`src/rtl/cnn_pkg.sv`:
```
//============================================================================
// Module : cnn_pkg
// Brief  : Shared CNN datapath constants and the relu2 sequencer state type.
// Rev    : 1.0  initial release
//============================================================================
`default_nettype none

package cnn_pkg;

  localparam int CNN_DATA_W   = 30;
  localparam int RELU2_DEPTH  = 800;
  localparam int RELU2_ADDR_W = 10;

  typedef enum logic [1:0] {
    RELU2_IDLE  = 2'd0,
    RELU2_READ  = 2'd1,
    RELU2_DRAIN = 2'd2,
    RELU2_DONE  = 2'd3
  } relu2_state_t;

endpackage

`default_nettype wire

```
`src/rtl/relu2_seq_ctrl_if.sv`:
```
//============================================================================
// Module : relu2_seq_ctrl_if
// Brief  : Control and buffer-port bundle of the relu2 sequencer.
//          neg_cnt exists only when RELU2_NEG_CNT_EN is defined.
// Rev    : 1.0  initial release
//============================================================================
`default_nettype none

interface relu2_seq_ctrl_if
  import cnn_pkg::*;
#(
  parameter int DATA_W = CNN_DATA_W,
  parameter int ADDR_W = RELU2_ADDR_W
) ();

  logic                     start;
  logic                     abort;
  logic                     busy;
  logic                     done;
  logic                     rd_en;
  logic [ADDR_W-1:0]        rd_addr;
  logic signed [DATA_W-1:0] rd_data;
  logic                     wr_en;
  logic [ADDR_W-1:0]        wr_addr;
  logic signed [DATA_W-1:0] wr_data;
`ifdef RELU2_NEG_CNT_EN
  logic [ADDR_W:0]          neg_cnt;
`endif

  modport master (
    input  start, abort, rd_data,
`ifdef RELU2_NEG_CNT_EN
    output neg_cnt,
`endif
    output busy, done, rd_en, rd_addr, wr_en, wr_addr, wr_data
  );

  modport slave (
    output start, abort, rd_data,
`ifdef RELU2_NEG_CNT_EN
    input  neg_cnt,
`endif
    input  busy, done, rd_en, rd_addr, wr_en, wr_addr, wr_data
  );

endinterface

`default_nettype wire

```
`src/rtl/relu_stage.sv`:
```
//============================================================================
// Module : relu_stage
// Brief  : Registered signed max(x,0) with valid and address pipeline.
// Rev    : 1.0  initial release
//============================================================================
`default_nettype none

module relu_stage #(
  parameter int DATA_W = 30,
  parameter int ADDR_W = 10
) (
  input  logic                     clk,
  input  logic                     rst_n,
  input  logic                     i_clr,
  input  logic                     i_valid,
  input  logic [ADDR_W-1:0]        i_addr,
  input  logic signed [DATA_W-1:0] i_data,
  output logic                     o_valid,
  output logic [ADDR_W-1:0]        o_addr,
  output logic signed [DATA_W-1:0] o_data
);

  logic                     r_valid;
  logic [ADDR_W-1:0]        r_addr;
  logic signed [DATA_W-1:0] r_data;
  logic                     w_pos;
  logic signed [DATA_W-1:0] w_relu;

  // Strictly positive: sign clear and not zero (covers the most-negative word).
  assign w_pos  = ~i_data[DATA_W-1] & (|i_data);
  assign w_relu = w_pos ? i_data : '0;

  always_ff @(posedge clk) begin
    if (!rst_n || i_clr) begin
      r_valid <= 1'b0;
      r_addr  <= '0;
      r_data  <= '0;
    end else begin
      r_valid <= i_valid;
      r_addr  <= i_addr;
      r_data  <= w_relu;
    end
  end

  assign o_valid = r_valid;
  assign o_addr  = r_addr;
  assign o_data  = r_data;

endmodule

`default_nettype wire

```
`src/rtl/relu2_seq_ctrl.sv`:
```
//============================================================================
// Module : relu2_seq_ctrl
// Brief  : Counted address-driven ReLU pass from conv2 buffer to pool2 buffer.
//          Define RELU2_NEG_CNT_EN to add the negative-element counter.
// Rev    : 1.0  initial release
//============================================================================
`default_nettype none

module relu2_seq_ctrl
  import cnn_pkg::*;
#(
  parameter int DATA_W = CNN_DATA_W,
  parameter int DEPTH  = RELU2_DEPTH,
  parameter int ADDR_W = RELU2_ADDR_W
) (
  input  logic             clk,
  input  logic             rst_n,
  relu2_seq_ctrl_if.master bus
);

  localparam logic [ADDR_W-1:0] c_last_addr = ADDR_W'(DEPTH - 1);

  relu2_state_t             r_state;
  logic                     r_busy;
  logic                     r_done;
  logic                     r_rd_en;
  logic [ADDR_W-1:0]        r_rd_addr;
  logic                     r_drain_cnt;
  logic                     r_rd_vld_d;
  logic [ADDR_W-1:0]        r_rd_addr_d;
  logic                     w_accept;
  logic                     w_wr_en;
  logic [ADDR_W-1:0]        w_wr_addr;
  logic signed [DATA_W-1:0] w_wr_data;

  assign w_accept = (r_state == RELU2_IDLE) && bus.start && !bus.abort;

  always_ff @(posedge clk) begin
    if (!rst_n || bus.abort) begin
      r_state     <= RELU2_IDLE;
      r_busy      <= 1'b0;
      r_done      <= 1'b0;
      r_rd_en     <= 1'b0;
      r_rd_addr   <= '0;
      r_drain_cnt <= 1'b0;
    end else begin
      case (r_state)
        RELU2_IDLE: begin
          r_done <= 1'b0;
          if (w_accept) begin
            r_state   <= RELU2_READ;
            r_busy    <= 1'b1;
            r_rd_en   <= 1'b1;
            r_rd_addr <= '0;
          end
        end
        RELU2_READ: begin
          // Address stops at the last word; it never wraps.
          if (r_rd_addr == c_last_addr) begin
            r_state     <= RELU2_DRAIN;
            r_rd_en     <= 1'b0;
            r_drain_cnt <= 1'b0;
          end else begin
            r_rd_addr <= r_rd_addr + ADDR_W'(1);
          end
        end
        RELU2_DRAIN: begin
          if (r_drain_cnt) begin
            r_state     <= RELU2_DONE;
            r_done      <= 1'b1;
            r_drain_cnt <= 1'b0;
          end else begin
            r_drain_cnt <= 1'b1;
          end
        end
        RELU2_DONE: begin
          r_state <= RELU2_IDLE;
          r_done  <= 1'b0;
          r_busy  <= 1'b0;
        end
        default: begin
          r_state <= RELU2_IDLE;
          r_busy  <= 1'b0;
          r_done  <= 1'b0;
          r_rd_en <= 1'b0;
        end
      endcase
    end
  end

  // Read strobe/address delayed one cycle to line up with the returning data.
  always_ff @(posedge clk) begin
    if (!rst_n || bus.abort) begin
      r_rd_vld_d  <= 1'b0;
      r_rd_addr_d <= '0;
    end else begin
      r_rd_vld_d  <= r_rd_en;
      r_rd_addr_d <= r_rd_addr;
    end
  end

  relu_stage #(
    .DATA_W (DATA_W),
    .ADDR_W (ADDR_W)
  ) u_relu_stage (
    .clk     (clk),
    .rst_n   (rst_n),
    .i_clr   (bus.abort),
    .i_valid (r_rd_vld_d),
    .i_addr  (r_rd_addr_d),
    .i_data  (bus.rd_data),
    .o_valid (w_wr_en),
    .o_addr  (w_wr_addr),
    .o_data  (w_wr_data)
  );

`ifdef RELU2_NEG_CNT_EN
  logic [ADDR_W:0] r_neg_cnt;

  // Counted alongside the ReLU register so the value is final by the done cycle.
  always_ff @(posedge clk) begin
    if (!rst_n) begin
      r_neg_cnt <= '0;
    end else if (w_accept) begin
      r_neg_cnt <= '0;
    end else if (!bus.abort && r_rd_vld_d && bus.rd_data[DATA_W-1]) begin
      r_neg_cnt <= r_neg_cnt + (ADDR_W+1)'(1);
    end
  end

  assign bus.neg_cnt = r_neg_cnt;
`endif

  assign bus.busy    = r_busy;
  assign bus.done    = r_done;
  assign bus.rd_en   = r_rd_en;
  assign bus.rd_addr = r_rd_addr;
  assign bus.wr_en   = w_wr_en;
  assign bus.wr_addr = w_wr_addr;
  assign bus.wr_data = w_wr_data;

endmodule

`default_nettype wire

```
`src/flat_wrapper.sv`:
```
// flat-port wrapper written by rule: the top's interface ports become plain ports
module relu2_seq_ctrl_flat import cnn_pkg::*;
#(
  parameter int DATA_W = CNN_DATA_W,
  parameter int DEPTH  = RELU2_DEPTH,
  parameter int ADDR_W = RELU2_ADDR_W
)
  (clk, rst_n, bus_start, bus_abort, bus_rd_data, bus_busy, bus_done, bus_rd_en, bus_rd_addr, bus_wr_en, bus_wr_addr, bus_wr_data);
  relu2_seq_ctrl_if #(.DATA_W(DATA_W), .ADDR_W(ADDR_W)) bus_i ();
  input  logic clk;
  input  logic rst_n;
  input wire logic [$bits(bus_i.start)-1:0] bus_start;
  input wire logic [$bits(bus_i.abort)-1:0] bus_abort;
  input wire logic [$bits(bus_i.rd_data)-1:0] bus_rd_data;
  output wire logic [$bits(bus_i.busy)-1:0] bus_busy;
  output wire logic [$bits(bus_i.done)-1:0] bus_done;
  output wire logic [$bits(bus_i.rd_en)-1:0] bus_rd_en;
  output wire logic [$bits(bus_i.rd_addr)-1:0] bus_rd_addr;
  output wire logic [$bits(bus_i.wr_en)-1:0] bus_wr_en;
  output wire logic [$bits(bus_i.wr_addr)-1:0] bus_wr_addr;
  output wire logic [$bits(bus_i.wr_data)-1:0] bus_wr_data;
  assign bus_i.start = bus_start;
  assign bus_i.abort = bus_abort;
  assign bus_i.rd_data = bus_rd_data;
  assign bus_busy = bus_i.busy;
  assign bus_done = bus_i.done;
  assign bus_rd_en = bus_i.rd_en;
  assign bus_rd_addr = bus_i.rd_addr;
  assign bus_wr_en = bus_i.wr_en;
  assign bus_wr_addr = bus_i.wr_addr;
  assign bus_wr_data = bus_i.wr_data;
  relu2_seq_ctrl #(.DATA_W(DATA_W), .DEPTH(DEPTH), .ADDR_W(ADDR_W)) u_core (.clk(clk), .rst_n(rst_n), .bus(bus_i));
endmodule
```
`config.mk`:
```
export PLATFORM = sky130hd
export DESIGN_NAME = relu2_seq_ctrl_flat
export DESIGN_NICKNAME = d
export VERILOG_FILES = /design/src/rtl/cnn_pkg.sv /design/src/rtl/relu2_seq_ctrl_if.sv /design/src/rtl/relu_stage.sv /design/src/rtl/relu2_seq_ctrl.sv /design/src/flat_wrapper.sv
export SDC_FILE = /design/constraint.sdc
export NUM_CORES = 1
export LEC_CHECK = 0
export BUFFER_PORTS_ARGS = -buffer_cell sky130_fd_sc_hd__buf_2
export CORE_ASPECT_RATIO = 1.1
export CORE_UTILIZATION = 40
export CTS_BUF_LIST = sky130_fd_sc_hd__clkbuf_8
export DETAILED_ROUTE_END_ITERATION = 12
export PLACE_DENSITY = 0.64
export SETUP_SLACK_MARGIN = 0.3
export SYNTH_ARGS = -nofsm -noshare
export SYNTH_HDL_FRONTEND = slang
export SYNTH_SLANG_ARGS = --single-unit
```
`constraint.sdc`:
```
create_clock -name clk -period 2.1 [get_ports clk]
set_input_delay 0.315 -clock clk [delete_from_list [all_inputs] [get_ports clk]]
set_output_delay 0.315 -clock clk [all_outputs]
set_load 0.05 [all_outputs]
```
Word-level counts from Yosys, hierarchy flattened
Index checks and enable logic that the tools add are counted.
{ "classes": {"n_addsub": 1, "eq_ne": 8, "n_mux": 15, "bitwise_logic": 3, "reduce_logical": 19} }
{ "ops": {"columns": ["op", "n"], "rows": [
  ["OR reduction 30 bit", 1],
  ["two-way mux 10 bit", 2],
  ["case mux 10 bit (2 select lines)", 1],
  ["adder 10 x 1 -> 10 bit, second input constant", 1],
  ["== test 10 bit, second input constant", 1],
  ["AND reduction 3 bit", 3],
  ["case mux 1 bit (2 select lines)", 4],
  ["case mux 2 bit (4 select lines)", 1],
  ["nonzero test 2 bit", 4],
  ["two-way mux 2 bit", 3],
  ["!= test 2 x 1 -> 1 bit, second input constant", 3],
  ["AND reduction 2 bit", 3],
  ["== test 2 bit, second input constant", 2],
  ["two-way mux 1 bit", 4],
  ["OR reduction 2 bit", 2],
  ["== test 2 x 1 -> 1 bit, second input constant", 1],
  ["logical AND 1 bit", 2],
  ["zero test 1 bit", 2],
  ["zero test 2 bit", 1],
  ["!= test 2 bit, second input constant", 1],
  ["NOT 1 bit", 2],
  ["bitwise AND 1 bit", 1],
  ["logical OR 1 bit", 1]
]} }
{ "word_totals": {"regBits": 68, "input_bits": 34, "out_inout_bits": 54, "wordCells": 57} }

Longest topological paths before layout
Gate-level depths: netlist (run 1).
{ "logic_depth": {"ltp_word": 5, "mapped_depth": 8, "depth_no_buf": 6} }

Cells and area by module
Synthesis (run 1) repeated with hierarchy kept, for this count alone.
{ "hier_totals": {"cells_unflattened": 229, "area_unflattened_um2": 2571.2} }
{ "modules_own_cells": {"columns": ["module", "n_inst", "cells_per_inst", "area_each_um2", "seq_area_each_um2"], "rows": [
  ["relu_stage", 1, 93, 1342.5, 820.8],
  ["relu2_seq_ctrl", 1, 136, 1228.7, 540.5]
]} }

Worst setup path after synthesis (run 1)
No wires, ideal clock.
{ "synth_path": {"path_type": "reg-to-reg", "start": "reg u_core.r_rd_addr[0] (netlist: u_core.bus.rd_addr[0])", "end": "reg u_core.r_drain_cnt", "setup_ps": 116, "arrival_ps": 1917, "required_time_ps": 1984, "path_slack_ps": 66, "stages_incl_launch_ff": 6, "path_buffers": 0, "period_less_slack_ps": 2034, "cell_sequence": "dfxtp_1 -> ha_1 -> nand2_1 -> or4_1 -> a32oi_1 -> nor2_1"} }
{ "synth_via": {"elab_chain_len": 3} }
{ "synth_lines": {"columns": ["element", "line", "rtl"], "rows": [
  ["start, declared", "relu2_seq_ctrl.sv:27", "logic [ADDR_W-1:0] r_rd_addr;"],
  ["start signal, assigned", "relu2_seq_ctrl.sv:64", "r_rd_addr <= r_rd_addr + ADDR_W'(1);"],
  ["== test 10 bit", "relu2_seq_ctrl.sv:59", "if (r_rd_addr == c_last_addr) begin"],
  ["!= test 2 x 1 -> 1 bit (no line)", null, null],
  ["AND reduction 2 bit (no line)", null, null],
  ["end signal, assigned", "relu2_seq_ctrl.sv:62", "r_drain_cnt <= 1'b0;"],
  ["end signal, assigned", "relu2_seq_ctrl.sv:71", "r_drain_cnt <= 1'b0;"],
  ["end signal, assigned", "relu2_seq_ctrl.sv:73", "r_drain_cnt <= 1'b1;"],
  ["end, declared", "relu2_seq_ctrl.sv:28", "logic r_drain_cnt;"]
]} }
Every way passes these cells.
A chain may end at the register's enable or synchronous reset.

Worst setup path in the final report (run 1)
{ "layout_path": {"start": "reg u_core.r_state[1]", "end": "reg u_core.r_rd_addr[9] (netlist: u_core.bus.rd_addr[9])"} }
{ "layout_via": {"elab_chain_len": 5, "word_cells_on_any_way": 9, "cone_classes": "3 x eq/ne; 1 x mux; 5 x reduce/logical"} }
{ "layout_lines": {"columns": ["element", "line", "rtl"], "rows": [
  ["start, declared", "relu2_seq_ctrl.sv:23", "relu2_state_t r_state;"],
  ["start signal, assigned", "relu2_seq_ctrl.sv:40", "r_state <= RELU2_IDLE;"],
  ["start signal, assigned", "relu2_seq_ctrl.sv:51", "r_state <= RELU2_READ;"],
  ["start signal, assigned", "relu2_seq_ctrl.sv:60", "r_state <= RELU2_DRAIN;"],
  ["zero test 2 bit", "relu2_seq_ctrl.sv:36, relu2_seq_ctrl.sv:47", null],
  ["logical AND 1 bit (2 in series)", "relu2_seq_ctrl.sv:36", "assign w_accept = (r_state == RELU2_IDLE) && bus.start && !bus.abort;"],
  ["!= test 2 x 1 -> 1 bit (no line)", null, null],
  ["AND reduction 3 bit (no line)", null, null]
]} }
Several ways; a longest one is shown, not always the timed one.

==> flow_summary.toml, run 1 <==
[floorplanning]
io_pins = 88
core_um2 = 5770
die_y_um = 83.0
die_w_um = 75.6
die-area_um2 = 6270
start_util = 0.413
rows = 29

[cts]
cts_tree = "yes"
h-tree-depth = 3
cts.clk_slew.worst_paths_ps = 70
hold_buffers = 0
ctsRootBufferMaster = "clkbuf_8"
cts_buffers = 9
clock_sinks = 68
clockBufferDepth = 2
clock_latency_ps = 330

[placement]
gp_congestion = 0.803
dp_hpwl_mm = 3.53
numPortBuffers = 87

[timing]
period_needed_ps = 1720
min_period_over_period = 0.819
slew_viol_final = 0
worst_pin_slew_ps = 673
max_freq_mhz = 582
rsz0062_at_grt = "false"
setup_tns_ps = 0
slew_headroom = 0.552
setup_violations = 0
hold_viol_final = 0
fin_worst_skew_ps = 7.63

[detailed_routing]
first_pass_iters = 4
vias = 1896
drtAntennaViolNets = 0
wl_per_cell_um = 11.9
drt_iter0_drc = 110
totalWireLength_mm = 4.84
vias_per_cell = 4.66
drcViolationCount = 0

[synth]
synth_cell_types = 43
synth_cells = 226
seq_area_frac_synth = 0.571
async_flop_share = 0
synth_edf_count = 0
synth_ff_type = "dfxtp_1"
ys_seq_elements = 68
avgSynthCellArea_um2 = 10.6
syn-cell-area_um2 = 2380
synth_fp_nets = 266
yosysWarnings = 0

[final_layout]
multiInputGateArea_um2 = 1020
seq_area_um2 = 1380
fillers = 540
layout-drive-gt1-share = 0.406
areaGrowthSynthToFinish_pct = 34.2
diodes = 0
fin_util = 0.555
fin_nets = 365

[worst_setup_path]
ff2ff_setup_slack_ps = 380
critPathLaunchType = "flip-flop"
crit_path_cell_trace = "inv_2, ha_4, nand3b_2, and2_4, nor4_4, mux2_2"
arrival_ps = 1940
cpPeakStageDelay_ps = 350
end_kind = "flip-flop"
crit_path_top_delay_cell = "mux2_2"
cp_top_family = "simple AND/OR/NAND/NOR gates"
cp_num_buf_inv = 1
cp.required_ps = 2320
critPathMaxFanout = 9
critPathKind = "flip-flop to flip-flop"

[flow_run]
maxCapViolCount = 0

[pwr]
ir_drop_mv = 0.511
power.density_nw_per_um2 = 788
p_total_w = 0.00252
p_leak_nw = 1.49

[global_routing]
grt_pass1_vias = 1749
grt_max_degree = 30
grt_use_total = 0.164
grt_pass1_wl_mm = 7.75
grt_overflow = 0
antenna_found_initial = 0

[worst_hold_path]
hold_path_class = "primary input to flip-flop"

[status]
run_status = "completed"
worst reg2reg max path, cell delays in order (launching register included):
cell,delay (ps)
dfxtp_2,330
inv_2,120
ha_4,180
nand3b_2,130
and2_4,230
nor4_4,270
mux2_2,350
where the power goes:
part | leakage (nW) | switching [W] | internal, W | total, W
clock network | 0.101 | 0.000465 | 0.000533 | 0.000998
registers | 0.555 | 0.00000682 | 0.00131 | 0.00131
logic | 0.836 | 0.000138 | 0.0000736 | 0.000211
total | 1.49 | 0.000609 | 0.00191 | 0.00252
final timing paths:
kind                                                  endpoint  cells past startpoint             startpoint
worst min register to register   u_core.u_relu_stage.o_addr[7]                      1  u_core.r_rd_addr_d[7]
worst max-delay path                     u_core.bus.rd_addr[9]                      6      u_core.r_state[1]
worst min-delay path            u_core.u_relu_stage.o_data[19]                      2        bus_rd_data[19]
worst max register to register           u_core.bus.rd_addr[9]                      6      u_core.r_state[1]
cell usage after synthesis, drive strengths merged, types with 4 or more instances:
master,n,share of area
nor2,12,0.019
nor4,8,0.027
and2,51,0.13
o31ai,5,0.018
clkbuf,5,0.0079
dfxtp,68,0.57
a211oi,4,0.013
nand2,10,0.016
inv,5,0.0079
a21oi,8,0.017
o21ai,6,0.013
ha,6,0.031
cells by family (layout without fill, tap and decap cells):
family / after synthesis / count (layout) / synth area share
AO/OA/AOI/OAI: 33 / 33 / 0.0944
XOR/XNOR: 2 / 2 / 0.00735
adder cells (fa/ha/maj): 6 / 6 / 0.0315
buffers and inverters: 13 / 117 / 0.0257
flip-flops: 68 / 68 / 0.571
multiplexers: 1 / 1 / 0.00472
other: 1 / 1 / 0.00157
AND/OR/NAND/NOR: 102 / 102 / 0.264
state kept, by name, summed over array words and instances (netlist names):
signal and flops:
u_core.r_drain_cnt 1, u_core.bus.busy 1, u_core.bus.done 1, u_core.r_rd_addr_d 10
u_core.u_relu_stage.o_addr 10, u_core.u_relu_stage.o_valid 1, u_core.r_state 2, u_core.bus.rd_en 1
u_core.bus.rd_addr 10, u_core.u_relu_stage.o_data 30, u_core.r_rd_vld_d 1
routing by layer:
layer / track usage / routed length, µm / vias to the layer above / part of all wire
met2: 0.269 / 2460 / 60 / 0.51
li1: - / - / 973 / -
met1: 0.194 / 2080 / 859 / 0.43
met5: 0 / 0 / - / 0
met4: 0.0556 / 43 / 0 / 0.0089
met3: 0.0570 / 262 / 4 / 0.054
repair_timing:
action,4_1_cts,5_1_grt
pin swaps,1,3
gates resized for setup,6,6
endpoints found under the hold margin,0,0
endpoints found under the setup margin,8,6
buffers inserted,0,5
final cells by class:
class                   instances  share of cell area
well taps                      77              0.0301
repair buffers                 96               0.157
flip-flops and latches         68               0.431
clock buffers                   9              0.0387
clock inverters                 7              0.0188
inverters                       5             0.00587
multi-input cells             145               0.319
layout by cell type (no fill, tap or decap), drive strengths merged, types with 3 or more instances in the layout:
master / netlist / final
inv: 5 / 7
and2: 51 / 51
o31ai: 5 / 5
ha: 6 / 6
nor4: 8 / 8
clkbuf: 5 / 9
nor2: 12 / 12
a211oi: 4 / 4
nand4: 3 / 3
nand2b: 3 / 3
nand2: 10 / 10
o21ai: 6 / 6
buf: 3 / 96
a21oi: 8 / 8
dfxtp: 68 / 68
clkinv: 0 / 3
nand3: 3 / 3
stage by stage:
| step | setup WS, ps | hold WS (ps) | cells | instance area (µm²) |
|---|---|---|---|---|
| after floorplan | 306 | 406 | 226 | 2410 |
| after global placement | 199 | 408 | 386 | 2930 |
| after detailed placement | 107 | 414 | 386 | 2930 |
| after CTS | 302 | 180 | 402 | 3140 |
| after global routing | 300 | 179 | 407 | 3200 |
| final | 381 | 194 | 407 | 3200 |
(Power assumes the default switching activity.)
==> run 2, diff against run 1 <==
==> constraint.sdc (replaced) <==
create_clock -name clk -period 1.6 [get_ports clk]
set_input_delay 0.24 -clock clk [delete_from_list [all_inputs] [get_ports clk]]
set_output_delay 0.24 -clock clk [all_outputs]
set_load 0.05 [all_outputs]
==> run 2 against run 1 <==
Net effect: critical path depth did not move; cell area is 19% higher; flip-flop and latch count unchanged; power increased by 45%; critical path type unchanged; largest power group unchanged.
==> flow_summary.toml, run 2 (synthesis gave the netlist of run 1 again) <==
[cts]
cts.clk_slew.worst_paths_ps = 80
clockBufferDepth = 2
ctsRootBufferMaster = "clkbuf_8"
clock_sinks = 68
clock_latency_ps = 350
cts_buffers = 9
cts_tree = "yes"
h-tree-depth = 3

[worst_setup_path]
end_kind = "flip-flop"
cp_num_buf_inv = 1
critPathKind = "flip-flop to flip-flop"
critPathMaxFanout = 6
arrival_ps = 1820
cpPeakStageDelay_ps = 390
critPathLaunchType = "flip-flop"
cp.required_ps = 1830
cp_top_family = "simple AND/OR/NAND/NOR gates"
crit_path_cell_trace = "inv_4, ha_4, nand2b_4, and2_4, nor4_2, mux2_2"
crit_path_top_delay_cell = "dfxtp_4"

[pwr]
ir_drop_mv = 0.640
power.density_nw_per_um2 = 956
p_leak_nw = 1.72
p_total_w = 0.00365

[placement]
gp_congestion = 0.777
dp_hpwl_mm = 3.68
numPortBuffers = 87
place_inst = 392

[detailed_routing]
drcViolationCount = 0
first_pass_iters = 4
totalWireLength_mm = 5.94
drtAntennaViolNets = 0
vias_per_cell = 4.74
vias = 2082
wl_per_cell_um = 13.5
drt_iter0_drc = 116

[timing]
max_freq_mhz = 630
min_period_over_period = 0.992
rsz0062_at_grt = "true"
period_needed_ps = 1590
slew_viol_final = 0
hold_viol_final = 0
setup_violations = 0
fin_worst_skew_ps = 10.6

[final_layout]
fin_nets = 397
layout_commonest_cell = "buf_2"
finalNonFillerCells = 439
diodes = 0
layout-drive-gt1-share = 0.561
fin_util = 0.661
layout_common_cells = "buf_2, dfxtp_1, and2_1"
fillers = 461
largest_register_ffs = 30
areaGrowthSynthToFinish_pct = 59.9

[global_routing]
grt_pass1_wl_mm = 9.25
antenna_found_initial = 0
grt_max_degree = 30
grt_overflow = 0
grt_use_total = 0.198
grt_pass1_vias = 2065

[flow_run]
maxCapViolCount = 0

[floorplanning]
die_y_um = 83.0
start_util = 0.413
io_pins = 88
core_um2 = 5770
rows = 29
die-area_um2 = 6270
die_w_um = 75.6

[worst_hold_path]
hold_path_class = "primary input to flip-flop"

[status]
run_status = "completed"
[run 2: changes by cell type in the layout (fill, tap and decap cells not counted), sizes merged]
| cell | before | now |
|---|---|---|
| buf | 96 | 127 |
| bufinv | 1 | 2 |
| clkbuf | 9 | 10 |
| clkinvlp | 1 | 0 |
[run 2: path summary, 6_finish.rpt]
check / from / end / slack [ps] / cells past startpoint
setup / recovery: u_core.r_state[0] / u_core.bus.rd_addr[9] / 10 / 6
hold / removal: bus_rd_data[17] / u_core.u_relu_stage.o_data[17] / 100 / 2
setup reg to reg: u_core.r_state[0] / u_core.bus.rd_addr[9] / 10 / 6
hold reg to reg: u_core.r_rd_addr_d[4] / u_core.u_relu_stage.o_addr[4] / 430 / 1
[run 2: final cells by class]
type	instances	area, µm²	share of cell area
clock buffers	9	124	0.0325
clock inverters	7	97.6	0.0256
inverters	5	28.8	0.00755
multi-input cells	145	1280	0.335
flip-flops and latches	68	1400	0.367
well taps	77	96.3	0.0253
repair buffers	128	792	0.208
[run 2: where the power goes]
group	internal, W	total (W)	switching [W]
registers	0.00170	0.00171	0.00000905
logic	0.000152	0.000383	0.000231
clock network	0.000885	0.00155	0.000666
total	0.00274	0.00365	0.000906
[run 2: per-stage QoR]
stage / hold slack [ps] / area, µm² / setup WS [ps] / TNS, ps
6_report: 104 / 3810 / 12.0 / 0
5_1_grt: 87.9 / 3810 / -33.2 / -62.0
4_1_cts: 97.0 / 3630 / 39.3 / 0
3_5_place_dp: 412 / 3120 / -13.4 / -13.4
3_3_place_gp: 406 / 3120 / 23.4 / 0
2_1_floorplan: 362 / 2580 / 9.84 / 0
[run 2: timing repair]
| item | CTS | global route |
|---|---|---|
| resized for setup | 26 | 33 |
| pin swaps | 23 | 14 |
| setup endpoints to repair | 15 | 22 |
| hold buffers | 0 | 0 |
| gates cloned | 0 | 0 |
| setup buffers | 25 | 6 |
[run 2: layer usage]
layer | up-vias | global-route usage | wire length [µm]
met5 | - | 0 | 0
met4 | 0 | 0.108 | 117
met3 | 12 | 0.0631 | 324
met2 | 65 | 0.334 | 3200
met1 | 967 | 0.214 | 2290
li1 | 1038 | - | -
